[config.mk]
export PLATFORM = sky130hd
export DESIGN_NAME = leitor_hexa
export DESIGN_NICKNAME = d
export VERILOG_FILES = /design/src/rtl/leitor_hexa.sv
export SDC_FILE = /design/constraint.sdc
export NUM_CORES = 1
export LEC_CHECK = 0
export CAP_MARGIN = 30
export CORE_MARGIN = 5
export CORE_UTILIZATION = 30
export CTS_CLUSTER_DIAMETER = 150
export DETAILED_ROUTE_END_ITERATION = 8
export PLACE_DENSITY = 0.52
export SKIP_LAST_GASP = 1
export SLEW_MARGIN = 20
export SYNTH_ARGS = -nofsm -noshare
export SYNTH_HDL_FRONTEND = slang
export SYNTH_SLANG_ARGS = --single-unit
[constraint.sdc]
create_clock -name CLK -period 2.3 [get_ports CLK]
set_clock_uncertainty 0.15 [all_clocks]
set_input_delay 0.575 -clock CLK [delete_from_list [all_inputs] [get_ports CLK]]
set_output_delay 0.575 -clock CLK [all_outputs]
set_load 0.02 [all_outputs]
[src/rtl/leitor_hexa.sv]
// leitor_hexa: debounces a two-digit multiplexed 7-segment bus and assembles the decoded hex byte
module leitor_hexa #(
    parameter int STABLE_CYC = 4
) (
    input  logic       CLK,
    input  logic       RST_N,
    input  logic [6:0] SEG,
    input  logic [1:0] DIG,
    input  logic       OUT_READY,
    output logic [7:0] BIN,
    output logic       OUT_VALID,
    output logic       ERR,
    output logic       OVF
);
    typedef enum logic [1:0] {IDLE, HAVE_LO, HAVE_HI} state_t;

    localparam logic [7:0] LIM = 8'(STABLE_CYC);

    state_t     state_q, state_d;
    logic [7:0] cnt_q, cnt_d;
    logic [6:0] prev_seg_q, prev_seg_d;
    logic [1:0] prev_dig_q, prev_dig_d;
    logic [3:0] lo_q, lo_d, hi_q, hi_d;
    logic       lo_inv_q, lo_inv_d, hi_inv_q, hi_inv_d;
    logic [7:0] bin_q, bin_d;
    logic       valid_q, valid_d, err_q, err_d, ovf_q, ovf_d;
    logic       one_hot, same, latch, lo_lat, hi_lat, complete;
    logic [4:0] dec;

    function automatic logic [4:0] decode(input logic [6:0] s);
        case (s)
            7'h3F: decode = 5'h00;
            7'h06: decode = 5'h01;
            7'h5B: decode = 5'h02;
            7'h4F: decode = 5'h03;
            7'h66: decode = 5'h04;
            7'h6D: decode = 5'h05;
            7'h7D: decode = 5'h06;
            7'h07: decode = 5'h07;
            7'h7F: decode = 5'h08;
            7'h6F: decode = 5'h09;
            7'h77: decode = 5'h0A;
            7'h7C: decode = 5'h0B;
            7'h39: decode = 5'h0C;
            7'h5E: decode = 5'h0D;
            7'h79: decode = 5'h0E;
            7'h71: decode = 5'h0F;
            default: decode = 5'h10;
        endcase
    endfunction

    // Stability counter: a digit latches exactly once, on the sample that brings the count to LIM
    always_comb begin
        one_hot    = (DIG == 2'b01) || (DIG == 2'b10);
        same       = (DIG == prev_dig_q) && (SEG == prev_seg_q);
        cnt_d      = !one_hot ? 8'd0 : !same ? 8'd1 : (cnt_q == LIM) ? cnt_q : cnt_q + 8'd1;
        latch      = one_hot && same && (cnt_q == LIM - 8'd1);
        lo_lat     = latch && DIG[0];
        hi_lat     = latch && DIG[1];
        prev_seg_d = SEG;
        prev_dig_d = DIG;
        dec        = decode(SEG);
    end

    // Capture FSM: holds one nibble until its partner arrives, then hands the byte to the output stage
    always_comb begin
        state_d  = state_q;
        lo_d     = lo_q;
        hi_d     = hi_q;
        lo_inv_d = lo_inv_q;
        hi_inv_d = hi_inv_q;
        complete = 1'b0;
        if (lo_lat) begin
            lo_d     = dec[3:0];
            lo_inv_d = dec[4];
            complete = (state_q == HAVE_HI);
            state_d  = complete ? IDLE : HAVE_LO;
        end
        if (hi_lat) begin
            hi_d     = dec[3:0];
            hi_inv_d = dec[4];
            complete = (state_q == HAVE_LO);
            state_d  = complete ? IDLE : HAVE_HI;
        end
    end

    // Output stage: a new byte always wins; overflow only when the old byte was not taken on that edge
    always_comb begin
        valid_d = complete || (valid_q && !OUT_READY);
        bin_d   = complete ? {hi_d, lo_d} : bin_q;
        err_d   = complete ? (hi_inv_d || lo_inv_d) : err_q;
        ovf_d   = complete && valid_q && !OUT_READY;
    end

    // State registers, all cleared asynchronously
    always_ff @(posedge CLK or negedge RST_N) begin
        if (!RST_N) begin
            state_q    <= IDLE;
            cnt_q      <= '0;
            prev_seg_q <= '0;
            prev_dig_q <= '0;
            lo_q       <= '0;
            hi_q       <= '0;
            lo_inv_q   <= 1'b0;
            hi_inv_q   <= 1'b0;
            bin_q      <= '0;
            valid_q    <= 1'b0;
            err_q      <= 1'b0;
            ovf_q      <= 1'b0;
        end else begin
            state_q    <= state_d;
            cnt_q      <= cnt_d;
            prev_seg_q <= prev_seg_d;
            prev_dig_q <= prev_dig_d;
            lo_q       <= lo_d;
            hi_q       <= hi_d;
            lo_inv_q   <= lo_inv_d;
            hi_inv_q   <= hi_inv_d;
            bin_q      <= bin_d;
            valid_q    <= valid_d;
            err_q      <= err_d;
            ovf_q      <= ovf_d;
        end
    end

    assign BIN       = bin_q;
    assign OUT_VALID = valid_q;
    assign ERR       = err_q;
    assign OVF       = ovf_q;
endmodule

# After elaboration in Yosys (flattened, before gate mapping)
# Cells that the tools add are included.
# op_classes
addsub	1
n_eq_ne	25
muxes	14
n_reduce_logical	13
# ops
op	count
equality test 7 bit, second input constant	12
case mux 5 bit (16 select lines)	1
2-to-1 mux 8 bit	3
equality test 7 x 3 -> 1 bit, second input constant	2
equality test 7 x 6 -> 1 bit, second input constant	2
adder 8 x 1 -> 8 bit, second input constant	1
equality test 8 x 2 -> 1 bit, second input constant	1
equality test 8 x 3 -> 1 bit, second input constant	1
logical AND 1 bit	8
2-to-1 mux 4 bit	2
equality test 7 bit	1
2-to-1 mux 2 bit	3
2-to-1 mux 1 bit	5
equality test 2 x 1 -> 1 bit, second input constant	2
equality test 2 bit, second input constant	2
logical OR 1 bit	3
inequality test 3 bit, second input constant	1
equality test 2 bit	1
nonzero test 2 bit	1
zero test 1 bit	1
# totals
ff_bits	40
input_bits	12
elab_cells	65

# Logic depth before layout (Yosys ltp)
# depth
depth_word	9
depth_mapped	7

# Least setup slack after synthesis
# OpenSTA, ideal clock, no wires.
# synth_path
kind	input port to flip-flop
startpoint	input port SEG[0]
endpoint	register bin_q[7], in the netlist BIN[7]
setup_ns	0.125
t_arrival_ns	2.171
required_time_ns	2.025
setup_slack_ns	-0.146
cell_stages	7
n_path_buf	2
path_cell_list	buf_2 > xor2_1 > nor4_2 > and4_1 > buf_4 > mux2_1 > mux2_4
# synth_via
elab_cells_between_ends	26
# synth_rtl
element	line	rtl
from (decl)	7	input logic [6:0] SEG,
branches (longest 5 deep; another with case mux 5 bit (16 select lines))	--	
2-to-1 mux 4 bit (*)	79	if (hi_lat) begin
named net hi_d[3]	23	logic [3:0] lo_q, lo_d, hi_q, hi_d;
to (signal assigned)	119	bin_q <= bin_d;
to (decl)	25	logic [7:0] bin_q, bin_d;
# Mark *: on every way through the listed nets, which the timed path passes.
# A chain may end at the register's enable or synchronous reset.

# Worst setup path after layout
# layout_path
startpoint	input port SEG[0]
endpoint	register bin_q[4], in the netlist BIN[4]
# Same word-level chain as after synthesis.

==> metrics.md <==
| Metric | Value |
|---|---|
| Outcome | `finished clean` |
| Via count | `1681` |
| Max-cap violation count | `0` |
| Initial antenna violation count | `0` |
| FF-to-FF setup slack | `0.05 ns` |
| Chip height | `93.8 um` |
| Power density cells | `512 nW/um^2` |
| Routed wire per std cell | `13.7 um` |
| Largest cells by area after synthesis | `dfrtp_1 (47%), xor2_1 (4.2%), nor2_1 (3.6%)` |
| Final nets | `277` |
| Drt pass-1 iters | `4` |
| Sequential area share after synthesis | `47.5%` |
| Simple-gate portion of the synthesized area | `23.2%` |
| Syn avg cell area | `10.5 um^2` |
| Unique cell type count in the Yosys netlist | `52` |
| Clock sink total | `40` |
| Register share of total power | `47.2%` |
| YS warnings | `0` |
| Sw Ratio | `22.4%` |
| Multiplexer share of the synthesized area | `8.25%` |
| Largest area contributor in the netlist | `dfrtp_1` |
| FP Rows | `30` |
| Chip width | `93.8 um` |
| Cells after Synth | `201` |
| Synth Area in Adders | `1.19%` |
| Starting Density | `30.9%` |
| Area delta synth->final | `40.8%` |
| Mapped Nets | `215` |
| Xor-xnor portion of the synthesized cell area | `5.40%` |
| Dpl ws | `-0.530 ns` |
| Critical Path Start | `SEG[0]` |
| Post-synth top flop | `dfrtp_1` |
| Tightest Pin Transition | `0.521 ns` |
| Top-area cell type share of the netlist area | `47.5%` |
| Async set-or-reset flop fraction in the synthesized netlist | `100%` |
| Iter 0 DRT Violations | `91` |
| Clock power frac | `41.5%` |
| CTS tree | `done` |
| Vias in the first global route | `1758` |
| Number of enable flip-flop cells after synthesis | `0` |
| H-Tree Depth | `2` |
| CTS clock-pin slew for the worst setup and hold paths | `0.08 ns` |
| Worst-Skew Late Latency | `0.29 ns` |
| Routed vias/inst | `4.67` |
| DRC viols | `0` |
| Internal | `0.00118 W` |
| CTS buffer count | `5` |
| Die area | `8800 um^2` |
| Largest family of logic cells by synthesized area | `simple AND/OR/NAND/NOR gates` |
| Hold crit path type | `in2async` |
| Sw power | `0.000341 W` |
| Largest net degree at the start of global routing | `41` |
| Crit Path Class | `in2reg` |
| CP required | `2.32 ns` |
| Hold Violations, Final | `0` |
| Period utilization | `98.6%` |
| Combinational fraction of design power | `11.3%` |
| Mapped Area | `2110 um^2` |
| Worst slew margin | `65.2%` |
| Max Clk Rate | `0.441 GHz` |
| Global-route wire length before repair | `8520 um` |
| Number of synthesized register bits | `40` |
| Number of port buffers | `22` |
| Worst vdd ir | `0.279 mV` |
| Post-DP HPWL | `3440 um` |
| WP data arrival | `2.29 ns` |
| Placer Congestion | `0.826` |
| Commonest cells post-synth | `dfrtp_1 (40), nor2_1 (20), nand2_1 (12), xor2_1 (10)` |
| Setup ws final | `0.0311 ns` |
| Max-slew violations | `0` |
| Compound-gate portion of the synthesized area | `9.85%` |
| Total global-route track usage | `12.3%` |
| Final TNS setup | `0 ns` |
| Core box area | `6830 um^2` |
| Pleak | `1.36 nW` |
| RR Startpoint | `cnt_q[0]` |
| Post-route ant nets | `0` |
| Critical Path Source Type | `input port` |
| Final Critical Period | `2.27 ns` |
| Layout cells sized above 1 | `33.7%` |
| Crit path max fanout | `5` |
| Setup violators final | `0` |
| CTS Buffer Depth | `2` |
| Cell with the most instances after synthesis | `dfrtp_1` |
| IO Count | `23` |
| WL final | `4930 um` |
| Setup crit end kind | `flip-flop` |
| Aggregate global routing overflow | `0` |
| Ant diodes | `0` |
| CTS root buf | `clkbuf_8` |
## final timing paths
path	end	cells after the start
min	cnt_q[4]	2
min in group CLK	BIN[5]	2
min reg2reg	BIN[5]	2
max in group asynchronous	BIN[2]	2
max	BIN[4]	7
max reg2reg	BIN[7]	6
## per-stage QoR
step	total power (W)	hold WS [ns]	instances	instance area [um^2]	utilization, %
after floorplan	0.000800	0.129	201	2120	-
after global placement	0.000892	0.324	348	2700	39.6
after detailed placement	0.000891	0.325	348	2700	39.6
after CTS	0.00154	0.204	360	2930	42.9
after global routing	0.00159	0.219	360	2970	43.4
final	0.00152	0.179	360	2970	43.4
## worst max-delay path, cell delays in order
cell and delay (ns):
clkdlybuf4s15_1 0.26, buf_4 0.18, and4b_1 0.19, o311a_1 0.38
a211oi_2 0.26, mux2i_1 0.16, mux2_4 0.28
## power groups by stage
| stage | Combinational [W] | Clock (W) | Sequential, W |
|---|---|---|---|
| after CTS | 0.000170 | 0.000652 | 0.000717 |
| after global routing | 0.000190 | 0.000681 | 0.000718 |
| after detailed placement | 0.000161 | 0 | 0.000731 |
| final | 0.000172 | 0.000630 | 0.000717 |
| after floorplan | 0.0000699 | 0 | 0.000730 |
| after global placement | 0.000161 | 0 | 0.000731 |
## placed cells by master, fill, tap and decap left out, types with 6 or more instances in the layout
| cell | instances |
|---|---|
| clkdlybuf4s50_1 | 13 |
| inv_1 | 9 |
| dlygate4sd2_1 | 6 |
| dfrtp_1 | 40 |
| xor2_1 | 9 |
| buf_4 | 40 |
| nand2_1 | 12 |
| nor2_1 | 18 |
| a21oi_1 | 8 |
| clkbuf_8 | 7 |
| nand3_1 | 8 |
## area by class of cell
type | instances | area [um^2]
clock buffer | 7 | 96.3
clock inverter | 1 | 30.0
fill | 687 | 3860
inverter | 9 | 33.8
multi-input combinational | 140 | 1110
sequential | 40 | 1000
tap | 96 | 120
timing repair buffer | 67 | 576
## routing by layer
layer	vias to the layer above	global-route usage, %	wire length, um
li1	837	-	-
met1	819	16.7	2410
met2	18	18.8	2290
met3	7	2.80	157
met4	0	4.93	73
met5	-	0	0
## kinds of logic after synthesis
| logic type | count (synthesis) |
|---|---|
| multiplexers | 15 |
| flip-flops | 40 |
| adder cells (fa/ha/maj) | 2 |
| AO/OA/AOI/OAI | 28 |
| AND/OR/NAND/NOR | 82 |
| buffers and inverters | 21 |
| XOR/XNOR | 13 |
## flip-flops by register name (all words and copies together) (netlist names)
| register | cells |
|---|---|
| BIN | 8 |
| ERR | 1 |
| OUT_VALID | 1 |
| OVF | 1 |
| cnt_q | 8 |
| hi_inv_q | 1 |
| hi_q | 4 |
| lo_inv_q | 1 |
| lo_q | 4 |
| prev_dig_q | 2 |
| prev_seg_q | 7 |
| state_q | 2 |
## timing repair
item,in CTS,in global routing
buffers inserted,4,0
resized for setup,25,8
endpoints found under the setup margin,15,12
cloned,0,0
hold buffers,0,0
pin swaps,5,4
Note: power is estimated with default switching activity, not from simulation.
